### src/rtl/pcie_drp_arbiter.sv
// Round-robin arbiter sharing one PCIE_2_1 DRP port between N_REQ requesters.
// Sequences each access as a one-cycle DRPEN pulse followed by a bounded wait for DRPRDY.
module pcie_drp_arbiter #(
  parameter int N_REQ          = 2,
  parameter int ADDR_W         = 9,
  parameter int DATA_W         = 16,
  parameter int TIMEOUT_CYCLES = 64
) (
  input  logic                      clk,
  input  logic                      sys_rst_n,
  input  logic [N_REQ-1:0]          req_valid,
  input  logic [N_REQ-1:0]          req_we,
  input  logic [N_REQ*ADDR_W-1:0]   req_addr,
  input  logic [N_REQ*DATA_W-1:0]   req_wdata,
  output logic [N_REQ-1:0]          req_ready,
  output logic [N_REQ-1:0]          rsp_valid,
  output logic [DATA_W-1:0]         rsp_rdata,
  output logic                      rsp_timeout,
  output logic                      busy,
  output logic                      err_stray,
  output logic                      drp_en,
  output logic                      drp_we,
  output logic [ADDR_W-1:0]         drp_addr,
  output logic [DATA_W-1:0]         drp_di,
  input  logic                      drp_rdy,
  input  logic [DATA_W-1:0]         drp_do,
  output logic [1:0]                dbg_state
);

  // Handshake: a requester holds req_valid until a one-cycle req_ready pulse;
  // completion is a one-cycle rsp_valid pulse on the same index, with
  // rsp_timeout/rsp_rdata qualified by it. Both vectors are at most one-hot.

  localparam int GW = (N_REQ > 1) ? $clog2(N_REQ) : 1;
  localparam int CW = (TIMEOUT_CYCLES > 2) ? $clog2(TIMEOUT_CYCLES) : 1;

  typedef enum logic [1:0] {
    S_IDLE  = 2'd0,
    S_ISSUE = 2'd1,
    S_WAIT  = 2'd2
  } state_t;

  state_t              r_state, w_state_nxt;
  logic [CW-1:0]       r_cnt, w_cnt_nxt;
  logic [GW-1:0]       r_last_grant, w_last_nxt;
  logic [N_REQ-1:0]    r_req_ready, w_req_ready_nxt;
  logic [N_REQ-1:0]    r_rsp_valid, w_rsp_valid_nxt;
  logic [DATA_W-1:0]   r_rsp_rdata, w_rsp_rdata_nxt;
  logic                r_rsp_timeout, w_rsp_timeout_nxt;
  logic                r_busy, w_busy_nxt;
  logic                r_err_stray, w_err_nxt;
  logic                r_drp_en, w_drp_en_nxt;
  logic                r_drp_we, w_drp_we_nxt;
  logic [ADDR_W-1:0]   r_drp_addr, w_drp_addr_nxt;
  logic [DATA_W-1:0]   r_drp_di, w_drp_di_nxt;
  logic                w_win_found;
  logic [GW-1:0]       w_win_idx;

  function automatic logic [GW-1:0] wrap_idx(input logic [GW-1:0] base, input int k);
    int s;
    s = int'(base) + k;
    if (s >= N_REQ) s = s - N_REQ;
    return GW'(s);
  endfunction

  // Search starts one past the last grant so every requester gets a turn.
  always_comb begin
    w_win_found = 1'b0;
    w_win_idx   = '0;
    for (int k = 1; k <= N_REQ; k++) begin
      if (!w_win_found && req_valid[wrap_idx(r_last_grant, k)]) begin
        w_win_found = 1'b1;
        w_win_idx   = wrap_idx(r_last_grant, k);
      end
    end
  end

  always_comb begin
    w_state_nxt       = r_state;
    w_cnt_nxt         = r_cnt;
    w_last_nxt        = r_last_grant;
    w_req_ready_nxt   = '0;
    w_rsp_valid_nxt   = '0;
    w_rsp_timeout_nxt = 1'b0;
    w_rsp_rdata_nxt   = r_rsp_rdata;
    w_drp_en_nxt      = 1'b0;
    w_drp_we_nxt      = r_drp_we;
    w_drp_addr_nxt    = r_drp_addr;
    w_drp_di_nxt      = r_drp_di;
    w_err_nxt         = r_err_stray | (drp_rdy && (r_state != S_WAIT));
    case (r_state)
      S_IDLE: begin
        if (w_win_found) begin
          w_state_nxt                = S_ISSUE;
          w_last_nxt                 = w_win_idx;
          w_req_ready_nxt[w_win_idx] = 1'b1;
          w_drp_en_nxt               = 1'b1;
          w_drp_we_nxt               = req_we[w_win_idx];
          w_drp_addr_nxt             = req_addr[int'(w_win_idx)*ADDR_W +: ADDR_W];
          w_drp_di_nxt               = req_wdata[int'(w_win_idx)*DATA_W +: DATA_W];
        end
      end
      S_ISSUE: begin
        w_state_nxt = S_WAIT;
        w_cnt_nxt   = '0;
      end
      S_WAIT: begin
        // A DRPRDY on the limit edge still counts as a normal completion.
        if (drp_rdy) begin
          w_state_nxt                  = S_IDLE;
          w_rsp_valid_nxt[r_last_grant] = 1'b1;
          w_rsp_rdata_nxt              = r_drp_we ? '0 : drp_do;
        end else if (r_cnt == CW'(TIMEOUT_CYCLES - 1)) begin
          w_state_nxt                  = S_IDLE;
          w_rsp_valid_nxt[r_last_grant] = 1'b1;
          w_rsp_timeout_nxt            = 1'b1;
          w_rsp_rdata_nxt              = '0;
        end else begin
          w_cnt_nxt = r_cnt + CW'(1);
        end
      end
      default: w_state_nxt = S_IDLE;
    endcase
    w_busy_nxt = (w_state_nxt != S_IDLE);
  end

  always_ff @(posedge clk) begin
    if (!sys_rst_n) begin
      r_state       <= S_IDLE;
      r_cnt         <= '0;
      r_last_grant  <= GW'(N_REQ - 1);
      r_req_ready   <= '0;
      r_rsp_valid   <= '0;
      r_rsp_rdata   <= '0;
      r_rsp_timeout <= 1'b0;
      r_busy        <= 1'b0;
      r_err_stray   <= 1'b0;
      r_drp_en      <= 1'b0;
      r_drp_we      <= 1'b0;
      r_drp_addr    <= '0;
      r_drp_di      <= '0;
    end else begin
      r_state       <= w_state_nxt;
      r_cnt         <= w_cnt_nxt;
      r_last_grant  <= w_last_nxt;
      r_req_ready   <= w_req_ready_nxt;
      r_rsp_valid   <= w_rsp_valid_nxt;
      r_rsp_rdata   <= w_rsp_rdata_nxt;
      r_rsp_timeout <= w_rsp_timeout_nxt;
      r_busy        <= w_busy_nxt;
      r_err_stray   <= w_err_nxt;
      r_drp_en      <= w_drp_en_nxt;
      r_drp_we      <= w_drp_we_nxt;
      r_drp_addr    <= w_drp_addr_nxt;
      r_drp_di      <= w_drp_di_nxt;
    end
  end

  assign req_ready   = r_req_ready;
  assign rsp_valid   = r_rsp_valid;
  assign rsp_rdata   = r_rsp_rdata;
  assign rsp_timeout = r_rsp_timeout;
  assign busy        = r_busy;
  assign err_stray   = r_err_stray;
  assign drp_en      = r_drp_en;
  assign drp_we      = r_drp_we;
  assign drp_addr    = r_drp_addr;
  assign drp_di      = r_drp_di;
  assign dbg_state   = r_state;

endmodule

### config.mk
export PLATFORM = sky130hd
export DESIGN_NAME = pcie_drp_arbiter
export DESIGN_NICKNAME = d
export VERILOG_FILES = /design/src/rtl/pcie_drp_arbiter.sv
export SDC_FILE = /design/constraint.sdc
export NUM_CORES = 1
export LEC_CHECK = 0
export BUFFER_PORTS_ARGS = -buffer_cell sky130_fd_sc_hd__buf_4
export CAP_MARGIN = 20
export CORE_ASPECT_RATIO = 1.25
export CORE_MARGIN = 2
export CORE_UTILIZATION = 35
export DETAILED_ROUTE_END_ITERATION = 8
export PLACE_DENSITY_LB_ADDON = 0.05
export RECOVER_POWER = 100
export SLEW_MARGIN = 25
export SYNTH_ARGS = -nofsm -noshare
export SYNTH_HDL_FRONTEND = slang
export SYNTH_SLANG_ARGS = --single-unit
export TNS_END_PERCENT = 10
### constraint.sdc
create_clock -name clk -period 2.2 [get_ports clk]
set_clock_uncertainty 0.15 [all_clocks]
set_input_delay 0.33 -clock clk [delete_from_list [all_inputs] [get_ports clk]]
set_output_delay 0.33 -clock clk [all_outputs]
set_load 0.005 [all_outputs]
; After elaboration in Yosys (flattened, before gate mapping)
; Index checks and enable logic that the tools add are counted.
[totals]
mem_bits_ro = 0
latchBits = 0
regBits = 59
mem_bits_rw = 0
n_memories = 0
output_inout_bits = 52
[op_classes]
mul = 1
muxes = 30
shift = 2
bitwise_logic = 3
eq_ne = 6
n_reduce_logical = 16
div = 0
n_lt_le_gt_ge = 8
n_addsub = 5
[op_table]
columns = op, count
row1 = $mux 16, 3
row2 = $shiftx 32x6->16, 1
row3 = $shiftx 18x6->9, 1
row4 = $mux 1, 16
row5 = $mux 6, 2
row6 = $pmux 6 s2, 1
row7 = $mux 2, 5
row8 = $lt 1x2->1 const B, 4
row9 = $reduce_and 2->1, 4
row10 = $add 6x1->6 const B, 1
row11 = $eq 6x6->1 const B, 1
row12 = $ne 2x2->1 const B, 3
row13 = $pmux 2 s3, 1
row14 = $reduce_and 3->1, 2
row15 = $reduce_bool 2->1, 3
row16 = $mul 1x4->5 const B, 1
row17 = $logic_and 1x1->1, 4
row18 = $add 1x2->3 const B, 1
row19 = $ge 3x2->1 const B, 1
row20 = $reduce_or 3->1, 1
row21 = $add 1x1->2 const B, 1
row22 = $demux 1 s1, 2
row23 = $eq 2x1->1 const B, 1
row24 = $eq 2x2->1 const B, 1
row25 = other kinds (7), 10

; Depth between registers and ports, before layout
[logic_depth]
word_depth = 13
ltp_mapped = 6
depth_no_buf = 5

; Least setup slack after synthesis
; OpenSTA, ideal clock, no wires.
[synth_timing]
path_kind = reg2reg
start = register r_cnt[0]
end = register r_rsp_rdata[0] (netlist: rsp_rdata[0])
setup_ns = 0.117
period_less_slack_ns = 1.609
slack_ns = 0.591
t_arrival_ns = 1.342
path_stages_with_launch = 7
path_cell_list = dfxtp_1 -> ha_1 -> nand3_4 -> o21bai_4 -> a21boi_2 -> buf_6 -> a22o_1
[synth_between]
elab_chain_cells = 3
[synth_lines]
columns = element, line
row1 = start: declaration, 44  ; logic [CW-1:0] r_cnt, w_cnt_nxt;
row2 = start signal: assignment, 144  ; r_cnt <= w_cnt_nxt;
row3 = $eq 6x6->1, 113  ; end else if (r_cnt == CW'(TIMEOUT_CYCLES - 1)) begin
row4 = $reduce_bool 2->1 (no line), --
row5 = $reduce_and 2->1 (no line), --
row6 = end signal: assignment, 148  ; r_rsp_rdata <= w_rsp_rdata_nxt;
row7 = end: declaration, 48  ; logic [DATA_W-1:0] r_rsp_rdata, w_rsp_rdata_nxt;
; Every way passes these cells.
; A chain may end at the register's enable or synchronous reset.

; Worst setup path in the final report
[layout_timing]
start = register r_cnt[0]
end = register r_rsp_rdata[7] (netlist: rsp_rdata[7])
; The elaborated chain is that of the path after synthesis.

==> results.toml <==
[critical_path]
slowest_delay_ps = 410
critPathSlowestCell = "dfxtp_1"
rr_worst_depth = 6
crit_chain = "ha_1 > nand3_1 > o21bai_4 > a21boi_0 > buf_4 > a22o_1"
worstPathArrival_ps = 1930
crit_family = "compound AO/OA/AOI/OAI gates"
worstPathBufferInverterCount = 1
crit_path_end_kind = "flip-flop"
worst_setup_path_start_kind = "flip-flop"
cp_max_fo = 16
cp.required_ps = 2270
cp_num_cells = 6
critical_path_class = "reg2reg"

[sta]
slew_violations = 0
finalCritPeriodShare_pct = 84.7
holdWs_ps = 53.7
setup_violations = 0
hold_viol = 0
rsz0062_at_grt = "no"
max_slew_margin_pct = 63.0
fin_crit_ps = 1860
fmax_mhz = 537
fin_tns_setup_ps = 0
worst_pin_slew_ps = 555

[routing]
wl_met3_um = 367
top_layer_used = "met4"
antenna_left = 0
drt_iter0_drc = 35
drt-met1-wl_um = 2480
via_per_inst = 4.81
post-route-drc-count = 0
dr_total_vias = 2137
wl_met2_um = 3030
drt-total-wl_um = 5980
dr.pass1.iters = 4
wl_per_cell_um = 13.5

[final_layout]
fin_cells = 444
fillers = 693
area_growth_pct = 42.8
drive_above_1_share_pct = 40.1
diodes = 0
nNetsFinal = 423

[synthesis]
ys_async_sr_fraction_pct = 0
yosysSeqAreaShare_pct = 47.1
synth_top_flop_cell = "dfxtp_1"
syn_area_mm2 = 0.00251
synth-edff-count = 0
synth.distinct_cells = 41
syn_area_per_cell_um2 = 11.1
synthCells = 226
syn_nets = 300
yosysWarnings = 0
ys_ff_latch = 59

[placed_design]
gp_congestion = 0.752
dpl.hpwl_um = 4350
io_buffers = 124
placed_cells = 428

[global_route]
grt_pass1_wl_um = 9800
antenna_found_initial = 0
grt_max_degree = 57
gr-total-overflow = 0
grt_pass1_vias = 2094
track_usage_pct = 15.8

[cts]
clockBufferDepth = 2
postCtsHoldBufs = 0
post_cts_buffers = 0
cts_sinks = 59
cts_buffers = 9
htreeDepth = 3
cts_tree = "done"
cts_root_buf = "clkbuf_8"
clk_latency_ps = 330
clkSlewWorstSetupHoldPaths_ps = 70
cts_resized = 0

[pwr]
leakage_nw = 1.83
peakVddDrop_uv = 315
power_density_mw_per_mm2 = 725

[floorplan]
fp.dieW_um = 79.7
core-area_mm2 = 0.00698
initial_core_util_pct = 36.0
pin_count = 125
die_y_um = 98.7
die-area_mm2 = 0.00787
rows = 34

[run]
max_cap_violations = 0

[outcome]
status = "finished, final reports clean"

[worst_hold_path]
min_path_type = "in2reg"
hold_depth = 2
==> worst register-to-register path, cell delays in order, from the launching register on <==
cell and delay [ps]:
dfxtp_1 410, ha_1 220, nand3_1 230, o21bai_4 210, a21boi_0 100, buf_4 210, a22o_1 240
==> placed cells by master, fill, tap and decap left out, types with 2 or more instances in the layout <==
cell type,synthesis,final
o211a_1,26,26
o211ai_1,2,2
nand2_1,32,32
nor2_1,5,5
nand3_1,2,3
buf_4,1,74
clkbuf_8,1,9
o21a_1,5,4
clkbuf_4,0,41
clkbuf_1,4,12
clkinvlp_4,0,2
dfxtp_1,59,59
nor2b_1,2,3
and2_0,0,2
a22o_1,16,16
mux2i_1,26,26
and3_1,5,5
clkinv_2,0,3
and2_1,4,2
a21boi_0,1,2
==> layer usage <==
metal	vias to the layer above	GRT usage, %
met5	-	0
met2	75	26.8
li1	1071	-
met3	10	4.12
met4	0	7.82
met1	981	18.4
==> cell families (layout without fill, tap and decap cells) <==
family	after synthesis	count (layout)	synth area share [%]
and+or+nand+nor	61	61	13.2
DFF	59	59	47.1
adders and majority gates	1	1	0.498
muxes	26	26	10.4
buffers and inverters	17	145	6.08
AOI/OAI and AO/OA	61	61	22.4
xor gates and xnor gates	1	1	0.349
==> power by group <==
group	total [mW]	internal [mW]	leakage, nW	switching (mW)
Combinational	0.452	0.260	1.25	0.191
Clock	0.952	0.518	0.0950	0.434
Sequential	1.20	1.15	0.484	0.0466
==> sequential cells by signal, summed over array words and instances (netlist names) <==
register and count:
busy 1, dbg_state 2, drp_addr 9, drp_di 16, drp_en 1, drp_we 1, err_stray 1, r_cnt 6
r_last_grant 1, req_ready 2, rsp_rdata 16, rsp_timeout 1, rsp_valid 2
==> through the flow <==
stage	setup slack (ps)	util [%]	power [mW]	instance area, µm²
2_1_floorplan	591	-	1.47	2510
3_3_place_gp	513	49.7	1.71	3470
3_5_place_dp	473	49.7	1.72	3470
4_1_cts	463	52.5	2.68	3660
5_1_grt	180	51.4	2.75	3580
6_report	337	51.4	2.60	3580
==> cell type report <==
| class | count | area, µm² | share of cell area (%) |
|---|---|---|---|
| clock inverter | 7 | 68.8 | 1.92 |
| inverter | 1 | 3.75 | 0.105 |
| clock buffer | 9 | 124 | 3.46 |
| sequential | 59 | 1180 | 32.9 |
| timing repair buffer | 128 | 928 | 25.9 |
| tap | 90 | 113 | 3.14 |
| multi-input combinational | 150 | 1170 | 32.5 |
==> synthesized netlist by cell type (4+ instances only) <==
cell | n | share of area (%)
a22o_1 | 16 | 5.6
and2_1 | 4 | 1.0
and3_1 | 5 | 1.2
buf_6 | 10 | 4.5
clkbuf_1 | 4 | 0.60
dfxtp_1 | 59 | 47
mux2i_1 | 26 | 10
nand2_1 | 32 | 4.8
nor2_1 | 5 | 0.75
o211a_1 | 26 | 10
o21a_1 | 5 | 1.5
==> worst paths after layout <==
check | startpoint | endpoint | slack (ps)
hold reg to reg | err_stray | err_stray | 320
hold / removal | drp_do[0] | rsp_rdata[0] | 50
setup reg to reg | r_cnt[0] | rsp_rdata[7] | 340
setup / recovery | r_cnt[0] | rsp_rdata[7] | 340
(Power assumes the default switching activity.)
